[src/rtl/gmii_tx_ctrl.sv]
// GMII transmit framer: preamble, SFD, payload, zero pad, Ethernet FCS, inter-frame gap.
// Includes the byte-wide CRC-32 engine that computes the FCS on the fly.

module gmii_crc32_d8 (
  input  logic        clk,
  input  logic        rst_n,
  input  logic        crc_en_i,
  input  logic        crc_rst_i,
  input  logic [7:0]  data_in_i,
  output logic [31:0] crc_out_o
);

  localparam logic [31:0] POLY = 32'h04C1_1DB7;

  logic [31:0] crc_q;
  logic [31:0] crc_d;

  // MSB-first LFSR; the caller bit-reverses bytes to get Ethernet's LSB-first order.
  function automatic logic [31:0] crc_step(input logic [31:0] c, input logic [7:0] d);
    logic [31:0] r;
    logic        fb;
    r = c;
    for (int i = 7; i >= 0; i--) begin
      fb = r[31] ^ d[i];
      r  = {r[30:0], 1'b0} ^ (fb ? POLY : 32'h0);
    end
    return r;
  endfunction

  always_comb begin
    crc_d = crc_q;
    if (crc_rst_i) begin
      crc_d = '1;
    end else if (crc_en_i) begin
      crc_d = crc_step(crc_q, data_in_i);
    end
  end

  always_ff @(posedge clk or negedge rst_n) begin
    if (!rst_n) begin
      crc_q <= '1;
    end else begin
      crc_q <= crc_d;
    end
  end

  assign crc_out_o = crc_q;

endmodule

module gmii_tx_ctrl #(
  parameter int IFG_CYCLES  = 12,
  parameter int MIN_PAYLOAD = 60
) (
  input  logic        clk,
  input  logic        rst_n,
  input  logic        tx_start,
  input  logic [10:0] tx_len,
  input  logic [7:0]  data_in,
  output logic        data_rd,
  output logic [7:0]  gmii_txd,
  output logic        gmii_tx_en,
  output logic        tx_busy,
  output logic        tx_done
);

  localparam int CNT_W = 16;
  localparam logic [CNT_W-1:0] MIN_W    = CNT_W'(MIN_PAYLOAD);
  localparam logic [CNT_W-1:0] IFG_LAST = CNT_W'(IFG_CYCLES - 1);
  localparam logic [CNT_W-1:0] PRE_LAST = CNT_W'(6);

  typedef enum logic [2:0] {
    S_IDLE,
    S_PRE,
    S_SFD,
    S_DATA,
    S_PAD,
    S_FCS,
    S_IFG
  } state_t;

  state_t           state_q, state_d;
  logic [CNT_W-1:0] cnt_q, cnt_d;
  logic [10:0]      len_q, len_d;
  logic [7:0]       txd_q, txd_d;
  logic             en_q, en_d;
  logic [31:0]      fcs_q, fcs_d;

  logic             crc_en;
  logic             crc_rst;
  logic [7:0]       crc_din;
  logic [31:0]      crc_out;
  logic [31:0]      fcs_now;
  logic [CNT_W-1:0] cnt_inc;
  logic [CNT_W-1:0] len_ext;

  assign cnt_inc = cnt_q + 1'b1;
  assign len_ext = {{(CNT_W-11){1'b0}}, len_q};

  // The CRC sees the byte being loaded, bit-reversed; FCS is the reflected, inverted register.
  for (genvar gi = 0; gi < 8; gi++) begin : g_din_rev
    assign crc_din[gi] = txd_d[7-gi];
  end
  for (genvar gi = 0; gi < 32; gi++) begin : g_fcs_rev
    assign fcs_now[gi] = ~crc_out[31-gi];
  end

  gmii_crc32_d8 u_crc (
    .clk       (clk),
    .rst_n     (rst_n),
    .crc_en_i  (crc_en),
    .crc_rst_i (crc_rst),
    .data_in_i (crc_din),
    .crc_out_o (crc_out)
  );

  // State names the phase of the byte being loaded into gmii_txd in this cycle.
  always_comb begin
    state_d = state_q;
    cnt_d   = cnt_q;
    len_d   = len_q;
    txd_d   = 8'h00;
    en_d    = 1'b0;
    fcs_d   = fcs_q;
    crc_en  = 1'b0;
    crc_rst = 1'b0;
    case (state_q)
      S_IDLE: begin
        if (tx_start) begin
          len_d   = tx_len;
          txd_d   = 8'h55;
          en_d    = 1'b1;
          cnt_d   = CNT_W'(1);
          state_d = S_PRE;
        end
      end
      S_PRE: begin
        txd_d = 8'h55;
        en_d  = 1'b1;
        cnt_d = cnt_inc;
        if (cnt_q == PRE_LAST) begin
          state_d = S_SFD;
        end
      end
      S_SFD: begin
        txd_d   = 8'hD5;
        en_d    = 1'b1;
        crc_rst = 1'b1;
        cnt_d   = '0;
        if (len_q != 11'd0) begin
          state_d = S_DATA;
        end else if (MIN_W != '0) begin
          state_d = S_PAD;
        end else begin
          state_d = S_FCS;
        end
      end
      S_DATA: begin
        txd_d  = data_in;
        en_d   = 1'b1;
        crc_en = 1'b1;
        cnt_d  = cnt_inc;
        if (cnt_inc == len_ext) begin
          if (len_ext < MIN_W) begin
            state_d = S_PAD;
          end else begin
            state_d = S_FCS;
            cnt_d   = '0;
          end
        end
      end
      S_PAD: begin
        en_d   = 1'b1;
        crc_en = 1'b1;
        cnt_d  = cnt_inc;
        if (cnt_inc == MIN_W) begin
          state_d = S_FCS;
          cnt_d   = '0;
        end
      end
      S_FCS: begin
        en_d  = 1'b1;
        cnt_d = cnt_inc;
        case (cnt_q[1:0])
          2'd0: begin
            fcs_d = fcs_now;
            txd_d = fcs_now[7:0];
          end
          2'd1: txd_d = fcs_q[15:8];
          2'd2: txd_d = fcs_q[23:16];
          default: begin
            txd_d   = fcs_q[31:24];
            state_d = S_IFG;
            cnt_d   = '0;
          end
        endcase
      end
      S_IFG: begin
        cnt_d = cnt_inc;
        if (cnt_q == IFG_LAST) begin
          state_d = S_IDLE;
          cnt_d   = '0;
        end
      end
      default: begin
        state_d = S_IDLE;
        cnt_d   = '0;
      end
    endcase
  end

  always_ff @(posedge clk or negedge rst_n) begin
    if (!rst_n) begin
      state_q <= S_IDLE;
      cnt_q   <= '0;
      len_q   <= '0;
      txd_q   <= 8'h00;
      en_q    <= 1'b0;
      fcs_q   <= '0;
    end else begin
      state_q <= state_d;
      cnt_q   <= cnt_d;
      len_q   <= len_d;
      txd_q   <= txd_d;
      en_q    <= en_d;
      fcs_q   <= fcs_d;
    end
  end

  assign gmii_txd   = txd_q;
  assign gmii_tx_en = en_q;
  assign data_rd    = (state_q == S_DATA);
  assign tx_busy    = (state_q != S_IDLE);
  assign tx_done    = (state_q == S_IFG) && (cnt_q == IFG_LAST);

endmodule

[config.mk]
export PLATFORM = sky130hd
export DESIGN_NAME = gmii_tx_ctrl
export DESIGN_NICKNAME = d
export VERILOG_FILES = /design/src/rtl/gmii_tx_ctrl.sv
export SDC_FILE = /design/constraint.sdc
export NUM_CORES = 1
export LEC_CHECK = 0
export ABC_AREA = 1
export BUFFER_PORTS_ARGS = -buffer_cell sky130_fd_sc_hd__buf_2
export CORE_MARGIN = 1
export CORE_UTILIZATION = 30
export DETAILED_ROUTE_END_ITERATION = 12
export SYNTH_ARGS = -nofsm -noshare
export SYNTH_HDL_FRONTEND = slang
export SYNTH_SLANG_ARGS = --single-unit
[constraint.sdc]
create_clock -name clk -period 6.2 [get_ports clk]
set_input_delay 0.93 -clock clk [delete_from_list [all_inputs] [get_ports clk]]
set_output_delay 0.93 -clock clk [all_outputs]
set_load 0.05 [all_outputs]
==> results_dict.tcl, run 1 <==
set metrics [dict create \
    status "finished, final reports clean" \
    syn-num-nets 968 \
    clkPwrFrac_pct 12.9 \
    rsz0062_at_grt "false" \
    crit_type "reg -> out" \
    peakVddDrop_uv 226.6 \
    postCtsSetupBuffers 0 \
    internal_power_mw 2.121 \
    cts_tree "yes" \
    hp-class "reg -> reg" \
    die-width_um 148.8 \
    fin_nets 992 \
    combPwrFrac_pct 61.2 \
    cpLargestDelayFamily "simple AND/OR/NAND/NOR gates" \
    grt-ovfl-total 0 \
    route.vias.total 6226 \
    grt_pass1_wl_um 30950 \
    synth-seq-cells 95 \
    maxSlewViolCount 0 \
    gp_congestion 0.9732 \
    path_clk_slew_ns 0.07 \
    grt_pass1_vias 5796 \
    pre_cts_ws_ns 2.921 \
    cts_max_path_buffers 2 \
    dp_hpwl_um 14170 \
    setup_ws_ns 2.714 \
    slowest_delay_ns 0.62 \
    final_cells 1245 \
    slew_headroom_pct 46.53 \
    core-area_sq_um 21090 \
    antenna_found_initial 0 \
    maxCapViolCount 0 \
    areaGrowthSynthToFinish_pct 11.06 \
    p_sw_mw 2.392 \
    path_max_fanout 14 \
    p_per_area_nw_per_um2 628.8 \
    initial_utilization_pct 30.65 \
    syn_avg_cell_area_sq_um 6.868 \
    p_seq_share_pct 25.9 \
    syn_inst 941 \
    io_buffers 33 \
    synthFlopType "dfrtp_1" \
    holdWs_ns 0.4883 \
    worstPathRequired_ns 5.27 \
    arrival_ns 2.56 \
    die_y_um 148.8 \
    setup_viol 0 \
    cp-end-kind "output port" \
    yosys_warnings 0 \
    path_cells "ha_1 -> nand2_1 -> nor3_1 -> nand2_1 -> nor2_1 -> buf_2" \
    placedInstanceArea_sq_um 6877 \
    crit_top_cell "nand2_1" \
    synth_area_sq_um 6462 \
    fin_crit_sh_pct 56.23 \
    cts-buffers-inserted 9 \
    via_per_inst 5.001 \
    worst_pin_slew_ns 0.7972 \
    final_area_sq_um 7177 \
    ys_async_sr_fraction_pct 100.0 \
    grt_max_degree 49 \
    drt_iter0_drc 531 \
    drc 0 \
    cpMaxStageDelayCell "dfrtp_1" \
    grt.total_usage_pct 18.22 \
    power.leakage_nw 3.557 \
    antenna_cells 0 \
    synth_edf_count 0 \
    cts_hold_buf 0 \
    clockRootBuffer "clkbuf_16" \
    dr.pass1.iters 6 \
    cts_resized 0 \
    fin_skew_ns 0.01635 \
    ys_seq_area_share_pct 37.41 \
    fmax_mhz 286.8 \
    drive_gt1_share_pct 14.33 \
    p_sw_share_pct 53.00 \
    startpoint_type "register" \
    placed_cells 1229 \
    rows 53 \
    die_area_sq_um 22130 \
    postRouteAntennaNets 0 \
    min_period_ns 3.486 \
    routed_wl_um 19260 \
    hold_viol 0 \
    pin_count 34 \
    wl_per_cell_um 15.47 \
    synth_cell_types 45 \
    clock_latency_ns 0.36 \
    fillCellCount 2282 \
    cts-htree-levels 3 \
    fin_tns_setup_ns 0 \
    clock_sinks 95 \
    crit_buf_inv 1 \
]
## final cells by class
type / count / area, sq um / area share, %
inverter: 115 / 432.9 / 6.032
clock buffer: 12 / 246.5 / 3.434
timing repair buffer: 37 / 197.7 / 2.755
sequential: 95 / 2417 / 33.68
clock inverter: 4 / 53.80 / 0.7497
multi-input combinational: 707 / 3485 / 48.55
tap: 275 / 344.1 / 4.794
## registers in the layout, indices dropped and copies added (netlist names)
| name | flops |
|---|---|
| fcs_q | 24 |
| gmii_txd | 8 |
| u_crc.crc_out_o | 32 |
| cnt_q | 16 |
| gmii_tx_en | 1 |
| state_q | 3 |
| len_q | 11 |
## routing by layer
| metal | wire length [um] | vias to the layer above | share of wire (%) | global-route usage (%) |
|---|---|---|---|---|
| met5 | 0 | - | 0 | 0 |
| met4 | 362 | 0 | 1.9 | 6.122 |
| met3 | 1147 | 27 | 6.0 | 2.416 |
| met2 | 8648 | 204 | 45 | 28.97 |
| met1 | 9100 | 2893 | 47 | 25.39 |
| li1 | - | 3102 | - | - |
## layout by cell type (no fill, tap or decap), types with 3 or more instances in the layout
master / netlist / routed
a211oi_1: 3 / 3
a21oi_1: 14 / 14
buf_2: 3 / 32
buf_4: 1 / 5
clkbuf_16: 0 / 9
dfrtp_1: 63 / 63
dfstp_2: 32 / 32
ha_1: 5 / 5
inv_1: 105 / 105
inv_2: 7 / 7
nand2_1: 306 / 306
nand2_2: 18 / 18
nand2_4: 4 / 4
nand3_1: 99 / 99
nand3_2: 5 / 5
nand3b_1: 5 / 5
nand4_1: 19 / 19
nor2_1: 71 / 71
nor2_2: 5 / 5
nor2_4: 3 / 3
nor3_1: 12 / 12
o2111ai_1: 3 / 3
o21ai_0: 59 / 59
o21ai_1: 8 / 8
o21bai_1: 5 / 5
o221ai_1: 3 / 3
o22ai_1: 17 / 17
or2_2: 4 / 4
xnor2_1: 4 / 4
xor2_1: 18 / 18
## cell families (layout without fill, tap and decap cells)
| kind of cell | after synthesis | in the layout | synth area share (%) |
|---|---|---|---|
| buf+inv | 139 | 168 | 8.674 |
| mux | 2 | 2 | 0.3485 |
| compound gates | 119 | 119 | 10.55 |
| xor+xnor | 24 | 24 | 3.582 |
| simple gates | 557 | 557 | 38.47 |
| flops | 95 | 95 | 37.41 |
| fa+ha+maj | 5 | 5 | 0.9681 |
## tightest hold or removal path, stage by stage (launching register included)
cell     delay (ns)
dfrtp_1        0.35
nand2_1        0.05
o21ai_0        0.06
## per-stage QoR
step | power, mW | util, %
floorplan | 3.229 | -
detailed placement | 3.891 | 32.61
global placement | 3.860 | 32.61
global route | 4.910 | 34.03
finish | 4.513 | 34.03
CTS | 4.498 | 34.03
## final timing paths
kind,from,to,slack [ns],cells past startpoint
worst max-delay path,cnt_q[0],tx_done,2.71,6
worst min-delay path,fcs_q[30],fcs_q[30],0.49,2
worst max register to register,cnt_q[0],cnt_q[9],2.83,16
worst min register to register,fcs_q[30],fcs_q[30],0.49,2
max in group asynchronous,rst_n,fcs_q[12],4.52,2
min in group asynchronous,rst_n,len_q[9],0.59,1
## synth_stat cells, drive strengths merged, types with 12 or more instances
library cell,instances,share of area [%]
nand4,21,2.2
inv,112,6.5
nor3,12,0.93
clkbuf,16,0.93
a21oi,15,1.2
dfrtp,63,24
nor2,79,5.1
dfstp,32,13
o22ai,17,1.6
nand3,105,8.7
o21ai,69,5.5
nand2,328,20
xor2,19,2.7
## power groups by stage
stage          combinational, mW  sequential (mW)  clock (mW)
5_1_grt                     3.09             1.20       0.618
6_report                    2.76             1.17       0.582
2_1_floorplan               2.05             1.18           0
3_5_place_dp                2.72             1.17           0
3_3_place_gp                2.69             1.17           0
4_1_cts                     2.74             1.17       0.596
Power figures use the tool's default switching activity.
==> run 2, diff against run 1 <==
--- a/config.mk
+++ b/config.mk
@@ -5,7 +5,7 @@
 export SDC_FILE = /design/constraint.sdc
 export NUM_CORES = 1
 export LEC_CHECK = 0
-export ABC_AREA = 1
+export ABC_AREA = 0
 export BUFFER_PORTS_ARGS = -buffer_cell sky130_fd_sc_hd__buf_2
 export CORE_MARGIN = 1
 export CORE_UTILIZATION = 30
==> constraint.sdc (replaced) <==
create_clock -name clk -period 3.62 [get_ports clk]
set_input_delay 0.543 -clock clk [delete_from_list [all_inputs] [get_ports clk]]
set_output_delay 0.543 -clock clk [all_outputs]
set_load 0.05 [all_outputs]
==> results_dict.tcl, run 2 <==
set metrics [dict create \
    fin_skew_ns 0.01215 \
    slew_headroom_pct 45.89 \
    io_buffers 33 \
    route.vias.total 4285 \
    grt.total_usage_pct 15.65 \
    use_met1_pct 19.78 \
    synth_cell_types 64 \
    startpoint_type "register" \
    grt-ovfl-total 0 \
    setup_ws_ns 0.3373 \
    use_met2_pct 25.89 \
    synth_top_area_share_pct 27.67 \
    path_clk_slew_ns 0.07 \
    routed_wl_um 14280 \
    syn-num-nets 611 \
    syn_inst 584 \
    hold_viol 0 \
    min_period_ns 3.283 \
    hp-class "in -> async" \
    postRouteAntennaNets 0 \
    path_max_fanout 9 \
    pin_count 34 \
    ys_async_sr_fraction_pct 100.0 \
    grt-busiest-layer "met2" \
    pre_cts_ws_ns 0.3465 \
    yosys_warnings 0 \
    core-area_sq_um 18640 \
    worstPathRequired_ns 3.80 \
    antenna_cells 0 \
    fillCellCount 1925 \
    die_area_sq_um 19550 \
    worst_pin_slew_ns 0.8086 \
    synth_area_sq_um 5698 \
    syn_avg_cell_area_sq_um 9.757 \
    final_area_sq_um 6429 \
    final_cell_mix "dfrtp_1, xnor2_1, nand2_1, o21ai_0, a21oi_1" \
    cts_tree "yes" \
    status "finished, final reports clean" \
    drt_iter0_drc 295 \
    yosysMostFrequentCell "dfrtp_1" \
    clockRootBuffer "clkbuf_16" \
    largest_register_ffs 32 \
    areaGrowthSynthToFinish_pct 12.82 \
    cp-end-kind "register" \
    rows 50 \
    maxSlewViolCount 0 \
    arrival_ns 3.46 \
    clock_latency_ns 0.36 \
    placedInstanceArea_sq_um 6136 \
    grt_max_degree 53 \
    dp_hpwl_um 10190 \
    cts_max_path_buffers 2 \
    maxCapViolCount 0 \
    yosys-top-cells-area "dfrtp_1, dfstp_2, xnor2_1" \
    cts-htree-levels 3 \
    cts_hold_buf 0 \
    ys_top_cells_by_count "dfrtp_1, xnor2_1, nand2_1, o21ai_0, a21oi_1" \
    die_y_um 139.8 \
    grt_pass1_wl_um 23630 \
    initial_utilization_pct 30.56 \
    fmax_mhz 304.6 \
    cts-buffers-inserted 9 \
    antenna_found_initial 0 \
    synth_edf_count 0 \
    fin_tns_setup_ns 0 \
    via_per_inst 5.047 \
    globalRouteMet3Util_pct 3.648 \
    mostFrequentLayoutCell "dfrtp_1" \
    synthFlopType "dfrtp_1" \
    synth_largest_area_cell "dfrtp_1" \
    gp_congestion 0.8916 \
    wl_per_cell_um 16.81 \
    crit_type "reg -> reg" \
    drc 0 \
    fin_nets 637 \
    fin_crit_sh_pct 90.68 \
    synth-seq-cells 95 \
    drive_gt1_share_pct 23.41 \
    die-width_um 139.8 \
    grt_pass1_vias 4305 \
    rsz0062_at_grt "false" \
    dr.pass1.iters 5 \
    setup_viol 0 \
    ys_seq_area_share_pct 42.42 \
    clock_sinks 95 \
]
run 2: changes by cell type after synthesis, sizes merged, moves of 13 or more:
cell	previous run	this run
nor3	12	35
nor2	79	23
a21oi	15	43
nand2	328	53
nand4	21	5
o22ai	17	1
nand3	105	22
nand2b	0	17
o21ai	69	52
xor2	19	32
inv	112	13
xnor2	4	61
run 2: critical path, stage by stage (launching register included):
cell and delay (ns):
dfrtp_1 0.51, ha_1 0.31, inv_2 0.06, ha_1 0.32, xor2_1 0.15, nand2_1 0.07, a2111oi_1 0.41, nand4_1 0.20
nor4_4 0.38, o21ai_1 0.21, nor2b_1 0.29, o21ai_0 0.22
run 2: cell type report:
cell class,count,area (sq um),share of cell area (%)
well taps,234,292.8,4.554
flip-flops and latches,95,2417,37.60
inverters,14,53.80,0.8369
repair buffers,53,317.8,4.944
clock inverters,4,27.53,0.4282
multi-input cells,437,3063,47.65
clock buffers,12,256.5,3.990
run 2: cells by family after synthesis:
family	share of synthesized area, %
multiplexers	2.679
XOR/XNOR	17.59
buffers and inverters	4.040
AO/OA/AOI/OAI	15.04
adder cells (fa/ha/maj)	1.098
AND/OR/NAND/NOR	17.13
flip-flops	42.42
run 2: what timing repair did:
action | in CTS | in global routing
endpoints found under the setup margin | 0 | 5
resized for setup | 0 | 1
buffers inserted | 0 | 1
run 2: final timing paths:
path                                 from  slack, ns  cells past startpoint             endpoint
worst min register to register  fcs_q[29]       0.48                      2            fcs_q[29]
max in group asynchronous           rst_n       2.52                      2  u_crc.crc_out_o[26]
min in group clk                tx_len[7]       0.40                      3             len_q[7]
worst max register to register   cnt_q[1]       0.34                     11             cnt_q[0]
worst min-delay path                rst_n       0.23                      1            len_q[10]
worst max-delay path             cnt_q[1]       0.34                     11             cnt_q[0]
run 2: per-layer routing:
layer | wire length [um] | vias up
li1 | - | 2078
met1 | 6462 | 2073
met2 | 6855 | 104
met3 | 621 | 30
met4 | 335 | 0
met5 | 0 | -
run 2: through the flow:
stage / cells / utilization (%) / hold slack (ns)
finish: 849 / 34.48 / 0.2289
global route: 849 / 34.48 / 0.2702
CTS: 848 / 34.44 / 0.2626
detailed placement: 832 / 32.91 / 0.4655
global placement: 832 / 32.91 / 0.4539
floorplan: 584 / - / 0.2474
Power of run 2 is left out: the tool's default activity adds up to more than one toggle a clock period on the data nets, which glitch-free logic cannot reach.
==> run 3, diff against run 2 <==
--- a/config.mk
+++ b/config.mk
@@ -8,8 +8,9 @@
 export ABC_AREA = 0
 export BUFFER_PORTS_ARGS = -buffer_cell sky130_fd_sc_hd__buf_2
 export CORE_MARGIN = 1
-export CORE_UTILIZATION = 30
+export CORE_UTILIZATION = 61
 export DETAILED_ROUTE_END_ITERATION = 12
+export PLACE_DENSITY = 0.8
 export SYNTH_ARGS = -nofsm -noshare
 export SYNTH_HDL_FRONTEND = slang
 export SYNTH_SLANG_ARGS = --single-unit
==> results_dict.tcl, run 3 (synthesis results as in run 2) <==
set metrics [dict create \
    status "finished, final reports clean" \
    final-seq-area_sq_um 2417 \
    cpLargestDelayFamily "compound AO/OA/AOI/OAI gates" \
    clockRootBuffer "clkbuf_8" \
    drive_gt1_share_pct 22.57 \
    core-area_sq_um 8891 \
    grt_max_degree 63 \
    hold_viol 0 \
    cpMaxStageDelayCell "dfrtp_1" \
    path_max_fanout 12 \
    largest_register_ffs 32 \
    postCtsSetupBuffers 0 \
    pre_cts_ws_ns 0.2939 \
    rsz0062_at_grt "false" \
    grt.total_usage_pct 28.22 \
    slowest_delay_ns 0.52 \
    clock_sinks 95 \
    fin_skew_ns 0.01179 \
    rows 34 \
    fin_tns_setup_ns 0 \
    min_period_ns 3.405 \
    mostFrequentLayoutCell "dfrtp_1" \
    setup_ws_ns 0.2147 \
    fin_crit_sh_pct 94.07 \
    reg2reg_slack_ns 0.21 \
    multi_input_area_sq_um 3062 \
    fin_nets 629 \
    route.vias.total 4328 \
    die_area_sq_um 9732 \
    antenna_cells 0 \
    routed_wl_um 12890 \
    cts-buffers-inserted 9 \
    holdWs_ns 0.2440 \
    crit_type "reg -> reg" \
    cts_resized 0 \
    cts_max_path_buffers 2 \
    path_clk_slew_ns 0.10 \
    drt_iter0_drc 248 \
    die_y_um 98.65 \
    grt-ovfl-total 0 \
    wl_per_cell_um 18.02 \
    worstPathRequired_ns 3.88 \
    via_per_inst 6.053 \
    cts_tree "yes" \
    antenna_found_initial 0 \
    cts_hold_buf 0 \
    fmax_mhz 293.7 \
    final_cell_mix "dfrtp_1, xnor2_1, nand2_1, o21ai_0, a21oi_1" \
    clock_latency_ns 0.36 \
    pin_count 34 \
    setup_viol 0 \
    startpoint_type "register" \
    postRouteAntennaNets 0 \
    worst_pin_slew_ns 0.8838 \
    grt_pass1_wl_um 21210 \
    slew_headroom_pct 40.82 \
    dr.pass1.iters 5 \
    cts-htree-levels 3 \
    crit_top_cell "ha_1" \
    crit_buf_inv 1 \
    hp-class "in -> async" \
    initial_utilization_pct 64.09 \
    maxSlewViolCount 0 \
    die-width_um 98.65 \
    fillCellCount 684 \
    dp_hpwl_um 9221 \
    io_buffers 33 \
    cp-end-kind "register" \
    gp_congestion 0.9059 \
    drc 0 \
    path_cells "ha_1 -> inv_2 -> ha_1 -> xor2_1 -> nand2_1 -> a2111oi_0 -> nand4_1 -> nor4_4 -> o211ai_1 -> a21o_1 -> a22o_1" \
    areaGrowthSynthToFinish_pct 7.356 \
    grt_pass1_vias 4028 \
    arrival_ns 3.66 \
    maxCapViolCount 0 \
]
run 3: changes by cell type in the layout (fill, tap and decap cells not counted), sizes merged:
cell | previous run | this run
inv | 14 | 15
buf | 53 | 45
clkbuf | 12 | 9
clkinv | 4 | 6
run 3: routing by layer:
metal	wire length (um)	track usage, %	share of wire, %
met3	786	3.830	6.1
met4	186	8.840	1.4
met2	5627	40.74	44
met5	0	0	0
met1	6287	44.05	49
run 3: worst paths after layout:
kind | from | to | cells past startpoint
worst max-delay path | cnt_q[1] | cnt_q[3] | 11
worst min-delay path | rst_n | cnt_q[15] | 1
worst max register to register | cnt_q[1] | cnt_q[3] | 11
worst min register to register | fcs_q[12] | fcs_q[12] | 2
max in group asynchronous | rst_n | u_crc.crc_out_o[16] | 2
min in group clk | tx_len[7] | len_q[7] | 3
run 3: per-stage QoR:
| stage | instances | util [%] | cell area (sq um) |
|---|---|---|---|
| 6_report | 715 | 68.80 | 6117 |
| 5_1_grt | 715 | 68.80 | 6117 |
| 4_1_cts | 715 | 68.80 | 6117 |
| 3_5_place_dp | 699 | 66.65 | 5926 |
| 3_3_place_gp | 699 | 66.65 | 5926 |
| 2_1_floorplan | 584 | - | 5698 |
run 3: area by class of cell:
cell class	instances	area share, %
Multi-Input combinational cell	437	50.05
Sequential cell	95	39.52
Timing Repair Buffer	45	4.214
Tap cell	108	2.209
Clock buffer	9	2.025
Clock inverter	7	1.105
Inverter	14	0.8795
Power of run 3 is left out for the same reason.
